[src/rtl/inst_fetch_unit_pkg.sv]
// Shared definitions for the instruction fetch unit: word size, bubble word,
// fetch FSM encoding and the branch-target-buffer entry layout.
package inst_fetch_unit_pkg;

   localparam int unsigned WORD_SIZE   = 16;
   localparam int unsigned BTB_INDEX_W = 2;
   localparam int unsigned BTB_TAG_W   = WORD_SIZE - BTB_INDEX_W;
   localparam int unsigned BTB_ENTRIES = 1 << BTB_INDEX_W;

   // Word presented to decode whenever nothing valid is available.
   localparam logic [WORD_SIZE-1:0] NOP_INST = 16'hB000;

   typedef enum logic [1:0] {
      StFetch,
      StHold,
      StDiscard,
      StHalt
   } fetch_state_e;

   typedef struct packed {
      logic                 valid;
      logic [BTB_TAG_W-1:0] tag;
      logic [WORD_SIZE-1:0] target;
   } btb_entry_t;

   function automatic logic [BTB_INDEX_W-1:0] btb_index(input logic [WORD_SIZE-1:0] pc);
      return pc[BTB_INDEX_W-1:0];
   endfunction

   function automatic logic [BTB_TAG_W-1:0] btb_tag(input logic [WORD_SIZE-1:0] pc);
      return pc[WORD_SIZE-1:BTB_INDEX_W];
   endfunction

endpackage

[src/rtl/inst_fetch_unit_btb.sv]
// fetch_btb: 4-entry direct-mapped branch target buffer. Lookup is combinational
// from the stored table, so a write on the same edge is seen only afterwards.
module fetch_btb
   import inst_fetch_unit_pkg::*;
(
   input  logic                 clk,
   input  logic                 reset_n,
   input  logic [WORD_SIZE-1:0] lookup_pc,
   output logic                 hit,
   output logic [WORD_SIZE-1:0] hit_target,
   input  logic                 upd_en,
   input  logic [WORD_SIZE-1:0] upd_pc,
   input  logic [WORD_SIZE-1:0] upd_target
);

   btb_entry_t entries_q [BTB_ENTRIES];
   btb_entry_t rd_entry;

   // Lookup: index by the low address bits, compare the remaining bits as tag.
   always_comb begin
      rd_entry   = entries_q[btb_index(lookup_pc)];
      hit        = rd_entry.valid && (rd_entry.tag == btb_tag(lookup_pc));
      hit_target = rd_entry.target;
   end

   // Training writes one entry; reset invalidates the whole table.
   always_ff @(posedge clk) begin
      if (!reset_n) begin
         for (int unsigned i = 0; i < BTB_ENTRIES; i++) begin
            entries_q[i] <= '0;
         end
      end else if (upd_en) begin
         entries_q[btb_index(upd_pc)] <= {1'b1, btb_tag(upd_pc), upd_target};
      end
   end

endmodule

[src/rtl/inst_fetch_unit.sv]
// inst_fetch_unit: single-outstanding-request instruction fetch with a one-word
// stall buffer, redirect/discard handling and halt. Define BRANCH_TARGET_BUFFER_EN
// to add the fetch_btb predictor for the next fetch address.
module inst_fetch_unit
   import inst_fetch_unit_pkg::*;
(
   input  logic                 clk,
   input  logic                 reset_n,
   output logic                 i_readM,
   output logic [WORD_SIZE-1:0] i_address,
   input  logic [WORD_SIZE-1:0] i_data,
   input  logic                 i_ready,
   input  logic                 IF_ID_Write,
   input  logic                 Redirect,
   input  logic [WORD_SIZE-1:0] RedirectTarget,
   input  logic                 IsHalted,
   input  logic                 BtbUpdate,
   input  logic [WORD_SIZE-1:0] BtbUpdPc,
   input  logic [WORD_SIZE-1:0] BtbUpdTarget,
   output logic [WORD_SIZE-1:0] Pc,
   output logic [WORD_SIZE-1:0] inst,
   output logic                 InstValid
);

   fetch_state_e         state_q;
   logic [WORD_SIZE-1:0] fetch_pc_q;
   logic [WORD_SIZE-1:0] req_addr_q;  // address of the request being discarded
   logic [WORD_SIZE-1:0] pc_q;        // last presented Pc, shown while nothing is valid
   logic [WORD_SIZE-1:0] buf_q;
   logic [WORD_SIZE-1:0] pc_plus1;
   logic [WORD_SIZE-1:0] next_pc;

   assign pc_plus1 = fetch_pc_q + 16'd1;

`ifdef BRANCH_TARGET_BUFFER_EN
   logic                 btb_hit;
   logic [WORD_SIZE-1:0] btb_target;

   fetch_btb u_btb (
      .clk        (clk),
      .reset_n    (reset_n),
      .lookup_pc  (fetch_pc_q),
      .hit        (btb_hit),
      .hit_target (btb_target),
      .upd_en     (BtbUpdate),
      .upd_pc     (BtbUpdPc),
      .upd_target (BtbUpdTarget)
   );

   assign next_pc = btb_hit ? btb_target : pc_plus1;
`else
   logic unused_btb;
   assign unused_btb = ^{BtbUpdate, BtbUpdPc, BtbUpdTarget};
   assign next_pc    = pc_plus1;
`endif

   // Outputs: request and presentation follow the state; reset_n low masks both.
   always_comb begin
      i_readM   = 1'b0;
      i_address = fetch_pc_q;
      InstValid = 1'b0;
      inst      = NOP_INST;
      Pc        = pc_q;
      if (reset_n) begin
         unique case (state_q)
            StFetch: begin
               i_readM = 1'b1;
               if (i_ready && !Redirect && !IsHalted) begin
                  InstValid = 1'b1;
                  inst      = i_data;
                  Pc        = pc_plus1;
               end
            end
            StHold: begin
               if (!Redirect && !IsHalted) begin
                  InstValid = 1'b1;
                  inst      = buf_q;
                  Pc        = pc_plus1;
               end
            end
            StDiscard: begin
               i_readM   = 1'b1;
               i_address = req_addr_q;
            end
            StHalt: ;
         endcase
      end
   end

   // Fetch FSM: Redirect wins over halt, halt over the normal fetch/hold flow.
   always_ff @(posedge clk) begin
      if (!reset_n) begin
         state_q    <= StFetch;
         fetch_pc_q <= '0;
         req_addr_q <= '0;
         pc_q       <= '0;
         buf_q      <= NOP_INST;
      end else begin
         if (InstValid) pc_q <= Pc;
         unique case (state_q)
            StFetch: begin
               if (Redirect) begin
                  fetch_pc_q <= RedirectTarget;
                  req_addr_q <= fetch_pc_q;
                  state_q    <= i_ready ? StFetch : StDiscard;
               end else if (IsHalted) begin
                  if (i_ready) state_q <= StHalt;
               end else if (i_ready) begin
                  if (IF_ID_Write) begin
                     fetch_pc_q <= next_pc;
                  end else begin
                     buf_q   <= i_data;
                     state_q <= StHold;
                  end
               end
            end
            StHold: begin
               if (Redirect) begin
                  fetch_pc_q <= RedirectTarget;
                  state_q    <= StFetch;
               end else if (IsHalted) begin
                  state_q <= StHalt;
               end else if (IF_ID_Write) begin
                  fetch_pc_q <= next_pc;
                  state_q    <= StFetch;
               end
            end
            StDiscard: begin
               // The stale response is swallowed; a newer redirect just retargets.
               if (Redirect) fetch_pc_q <= RedirectTarget;
               if (i_ready)  state_q    <= StFetch;
            end
            StHalt: ;
         endcase
      end
   end

endmodule

[config.mk]
export PLATFORM = sky130hd
export DESIGN_NAME = inst_fetch_unit
export DESIGN_NICKNAME = d
export VERILOG_FILES = /design/src/rtl/inst_fetch_unit_pkg.sv /design/src/rtl/inst_fetch_unit_btb.sv /design/src/rtl/inst_fetch_unit.sv
export SDC_FILE = /design/constraint.sdc
export NUM_CORES = 1
export LEC_CHECK = 0
export ABC_AREA = 1
export CORE_MARGIN = 3
export CORE_UTILIZATION = 40
export DETAILED_ROUTE_END_ITERATION = 12
export GPL_ROUTABILITY_DRIVEN = 0
export MAX_ROUTING_LAYER = met4
export PLACE_DENSITY = 0.83
export SLEW_MARGIN = 20
export SYNTH_ARGS = -nofsm -noshare
export SYNTH_HDL_FRONTEND = slang
export SYNTH_SLANG_ARGS = --single-unit
[constraint.sdc]
create_clock -name clk -period 1.9 [get_ports clk]
set_input_delay 0.285 -clock clk [delete_from_list [all_inputs] [get_ports clk]]
set_output_delay 0.285 -clock clk [all_outputs]
set_load 0.01 [all_outputs]
== Yosys cells after proc, flatten, opt, wreduce, memory -nomap -nowiden ==
Index checks and enable logic that the tools add are counted.
Word-level totals
  register bits after elaboration: 66
  bits of input ports: 71
  output and inout port bits: 50
Operators by class
  $add $sub $neg: 1
  equal/unequal tests: 9
  multiplexer cells: 35
  bitwise logic cells: 3
  reductions and logical operators: 12
Operators by type and width (count)
  16-bit 2-to-1 mux: 15
  16-bit one-hot mux with 2 select lines: 2
  16-bit one-hot mux with 3 select lines: 1
  2-bit 2-to-1 mux: 10
  16-bit by 1-bit adder with 16-bit output (second input constant): 1
  5-bit AND reduction: 3
  3-bit inequality test (second input constant): 3
  4-bit inequality test (second input constant): 2
  2-bit one-hot mux with 3 select lines: 1
  1-bit 2-to-1 mux: 5
  2-bit inequality test (second input constant): 2
  1-bit logical AND: 3
  1-bit inverter: 3
  3-bit nonzero test: 1
  2-bit by 1-bit == test with 1-bit output (second input constant): 1
  2-bit == test (second input constant): 1
  1-bit zero test: 2
  2-bit zero test: 1
  1-bit one-hot mux with 2 select lines: 1
  2-bit AND reduction: 1
  2-bit OR reduction: 1

== Longest topological paths before layout ==
  depth after elaboration: 6
  gate-level depth with buffers: 12

== Worst setup path before layout ==
No wires, ideal clock.
  path kind: reg2out
  start: register state_q[0]
  end: output Pc[4]
  data arrival time: 1.588 ns
  path slack: 0.027 ns
  stages on the path, launching flop included: 11
  path through: dfxtp_1 -> inv_1 -> ha_1 -> buf_4 -> inv_1 -> buf_2 -> o21ai_2 -> nand2_1 -> o21ai_0 -> o21ai_0 -> o21ai_0
On the way
  cells in the longest elaborated chain, start to end: 3
RTL lines
  start: declaration: RTL line inst_fetch_unit.sv:25  | fetch_state_e state_q;
  start signal: assignment: RTL line inst_fetch_unit.sv:93  | state_q <= StFetch;
  start signal: assignment: RTL line inst_fetch_unit.sv:105  | state_q <= i_ready ? StFetch : StDiscard;
  start signal: assignment: RTL line inst_fetch_unit.sv:107  | if (i_ready) state_q <= StHalt;
  2-bit by 1-bit == test with 1-bit output / 2-bit zero test (equally long branches): RTL line inst_fetch_unit.sv:65  | unique case (state_q)
  16-bit one-hot mux with 2 select lines (*): RTL line inst_fetch_unit.sv:65
  16-bit 2-to-1 mux (*): RTL line inst_fetch_unit.sv:64  | if (reset_n) begin
  end: declaration: RTL line inst_fetch_unit.sv:20  | output logic [WORD_SIZE-1:0] Pc,
Mark *: on every way between the ends. The rest lies on a longest branch, timed or not.

== Worst setup path after layout ==
  start: register fetch_pc_q[1]
  end: output Pc[15]
On the way
  cells in the longest elaborated chain, start to end: 4
RTL lines
  start: declaration: RTL line inst_fetch_unit.sv:26  | logic [WORD_SIZE-1:0] fetch_pc_q;
  start signal: assignment: RTL line inst_fetch_unit.sv:103  | fetch_pc_q <= RedirectTarget;
  start signal: assignment: RTL line inst_fetch_unit.sv:110  | fetch_pc_q <= next_pc;
  start signal: assignment: RTL line inst_fetch_unit.sv:119  | fetch_pc_q <= RedirectTarget;
  16-bit by 1-bit adder with 16-bit output (*): RTL line inst_fetch_unit.sv:33  | assign pc_plus1 = fetch_pc_q + 16'd1;
  16-bit 2-to-1 mux, on equally long branches: RTL line inst_fetch_unit.sv:75, inst_fetch_unit.sv:68
  16-bit one-hot mux with 2 select lines (*): RTL line inst_fetch_unit.sv:65
  16-bit 2-to-1 mux (*): RTL line inst_fetch_unit.sv:64
Marks and branches as above.

==> summary.md <==
| Metric | Value |
|---|---|
| Status | finished with violations |
| Failing checks | negative setup slack |
| Worst path max stage delay | 380 ps |
| Die ar. | 11100 um^2 |
| TritonCTS buffer count | 9 |
| Crit end category | primary output |
| Via-to-Cell Ratio | 6.42 |
| Post-synth top area cell | dfxtp_1 |
| P_int | 5.28 mW |
| Placed wire-length estimate | 9580 um |
| Measured slew at the worst slew-check pin | 419 ps |
| Post-Syn Area | 3960 um^2 |
| Placed cell count | 916 |
| Final min period | 2260 ps |
| Max_cap viols | 0 |
| Vias in the first global route | 5771 |
| Worst Setup Start Kind | flip-flop |
| Count leader, synth | nand2_1 |
| Layout net count | 933 |
| Peak supply drop | 1.03 mV |
| Sequential element share of the synthesized area | 33.4% |
| Post-route setup slack | -360 ps |
| Main area contributors after synthesis | dfxtp_1 (33%), nand2_1 (18%), a21oi_1 (13%), o21ai_0 (6.1%), inv_1 (6.1%) |
| Crit path kind | reg2out |
| Count of final hold-check violations | 0 |
| RSZ-0062 raised after global routing | true |
| Final setup vio count | 65 |
| Core area | 9420 um^2 |
| Syn_nets | 709 |
| Distinct cell type count after synthesis | 35 |
| Worst-path cell chain | buf_6, nand3_4, nor3_4, nand3_2, nand2_2, nand3_1, nand2_1, nand2_1, nand2_1, buf_2 |
| Worst-Skew Late Latency | 380 ps |
| Worst Path Buf+Inv | 2 |
| PD cells | 1370 nW/um^2 |
| Pleak | 3.29 nW |
| WL final | 23000 um |
| Switching share of power | 47.5% |
| Area Overhead vs Synth | 85.1% |
| Initial core utilization | 42.1% |
| Synth top cells by count | nand2_1 (194), a21oi_1 (99), dfxtp_1 (66) |
| Tot GR Track Use | 32.2% |
| Skew final | 16.4 ps |
| Critical path data required time | 1620 ps |
| CP max FO | 3 |
| Top cell by count, worst path | nand2_1 |
| Initial antenna violation count | 0 |
| CP Data Arrival Time | 1970 ps |
| Boundary Pins | 121 |
| Port bufs | 87 |
| Post-synth top flop | dfxtp_1 |
| Ys async rst share | 0% |
| Via count | 6359 |
| Syn Area/Cell | 6.26 um^2 |
| CTS tree | yes |
| Worst path slowest cell | dfxtp_4 |
| Global route overflow | 0 |
| Share of the synthesized area in the top cell type | 33.4% |
| Final ANT Viol Nets | 0 |
| Per-cell routed wire length | 23.2 um |
| Final Max Slew Viols | 0 |
| Clk network pwr share | 12.8% |
| Number of flops mapped to enable cells by yosys | 0 |
| Residual DRC count | 0 |
| Combinational fraction of design power | 66.3% |
| Die Wd | 106 um |
| CTS max path bufs | 2 |
| Flop pwr share | 20.9% |
| CTS H-tree depth | 3 |
| Worst-path clk slew | 90 ps |
| Rel. slew slack | 72.0% |
| Period utilization | 119% |
| Clock Tree Root | clkbuf_8 |
| # diodes | 0 |
| Ys Warns | 0 |
| First drt pass iteration count | 9 |
| Critical path's top delay family | simple AND/OR/NAND/NOR gates |
| Post-Syn Instances | 633 |
| Rows | 35 |
| Die height | 106 um |
| P_sw | 4.78 mW |
| #FFs+latches synth | 66 |
| Share of cells above drive strength 1 | 48.8% |
| Largest net degree at the start of global routing | 33 |
| Fmax | 443 MHz |
| Starting DRT DRC Count | 951 |
| Finished Layout Cells | 991 |
| First-pass GRT wire length | 28400 um |
| Post-route core utilization | 77.8% |
| Hold crit path type | reg2reg |
| CTS Sinks | 66 |
cell usage in the layout (no fill, tap or decap), drive strengths merged:
cell,netlist,layout
a211oi,4,4
a21oi,99,99
a22oi,1,1
a31oi,1,1
and2,1,1
buf,18,202
bufinv,0,1
clkbuf,13,13
clkdlybuf4s50,0,34
clkinv,0,6
clkinvlp,0,2
dfxtp,66,66
dlygate4sd2,0,3
ha,5,5
inv,70,69
nand2,197,197
nand3,42,42
nand4,8,8
nor2,39,39
nor3,3,3
o211ai,3,3
o21ai,51,51
o221ai,1,1
o22ai,4,4
xnor2,1,1
xor2,6,6
registers in the layout (all words and copies together), names as in the netlist:
signal	count
buf_q	16
pc_q	16
fetch_pc_q	16
req_addr_q	16
state_q	2
per-stage QoR:
stage	instance area [um^2]	power (mW)	worst slack, ps	TNS (ps)	hold slack, ps
after CTS	6470	8.04	-205	-5640	466
after global placement	5660	5.89	-585	-22720	433
final	7330	10.1	-360	-11570	472
after global routing	7330	10.3	-383	-13640	509
after floorplan	3960	4.01	27.1	0	411
after detailed placement	5660	6.04	-660	-25570	449
cell type report:
type,count,area (um^2)
repair buffers,242,2160
clock buffers,10,128
clock inverters,6,67.6
flip-flops and latches,66,1340
multi-input cells,466,3130
fillers,515,2090
well taps,129,161
repair inverters,2,27.5
inverters,70,318
worst min-delay path: cells and delay by family, from the launching register on:
kind	cells	cell delay [ps]
AOI/OAI and AO/OA	1	50
DFF	1	320
and+or+nand+nor	1	60
routing by layer:
metal / vias to the layer above / wire, um / track usage, %
met4: 0 / 2280 / 20.9
met1: 2886 / 8010 / 35.9
li1: 2518 / - / -
met3: 279 / 2780 / 6.61
met2: 676 / 9960 / 52.2
met5: - / 0 / -
path summary, 6_finish.rpt:
kind	end	cells past startpoint	from	slack, ps
hold / removal	buf_q[0]$_SDFFE_PN0P_	2	buf_q[0]$_SDFFE_PN0P_	470
setup reg to reg	pc_q[10]$_SDFFE_PN0P_	17	fetch_pc_q[6]$_SDFFE_PN0P_	-190
setup / recovery	Pc[15]	10	fetch_pc_q[1]$_SDFFE_PN0P_	-360
hold reg to reg	buf_q[0]$_SDFFE_PN0P_	2	buf_q[0]$_SDFFE_PN0P_	470
kinds of logic after synthesis:
kind of cell    after synthesis  synth area share, %
compound gates              164                 21.7
xor+xnor                      7                 1.55
fa+ha+maj                     5                 1.58
buf+inv                     101                 10.6
flops                        66                 33.4
simple gates                290                 31.2
timing repair:
action | in CTS | in global routing
cloned | 3 | 5
setup buffers | 43 | 19
pin swaps | 40 | 47
setup endpoints to repair | 58 | 68
hold buffers | 0 | 0
resized for setup | 322 | 215
power groups by stage:
stage	clock network [mW]	logic, mW	registers [mW]
4_1_cts	1.22	4.86	1.97
2_1_floorplan	0	2.08	1.93
5_1_grt	1.33	6.89	2.11
3_3_place_gp	0	3.96	1.94
6_report	1.29	6.67	2.10
3_5_place_dp	0	4.09	1.95
Note: power is estimated with default switching activity, not from simulation.
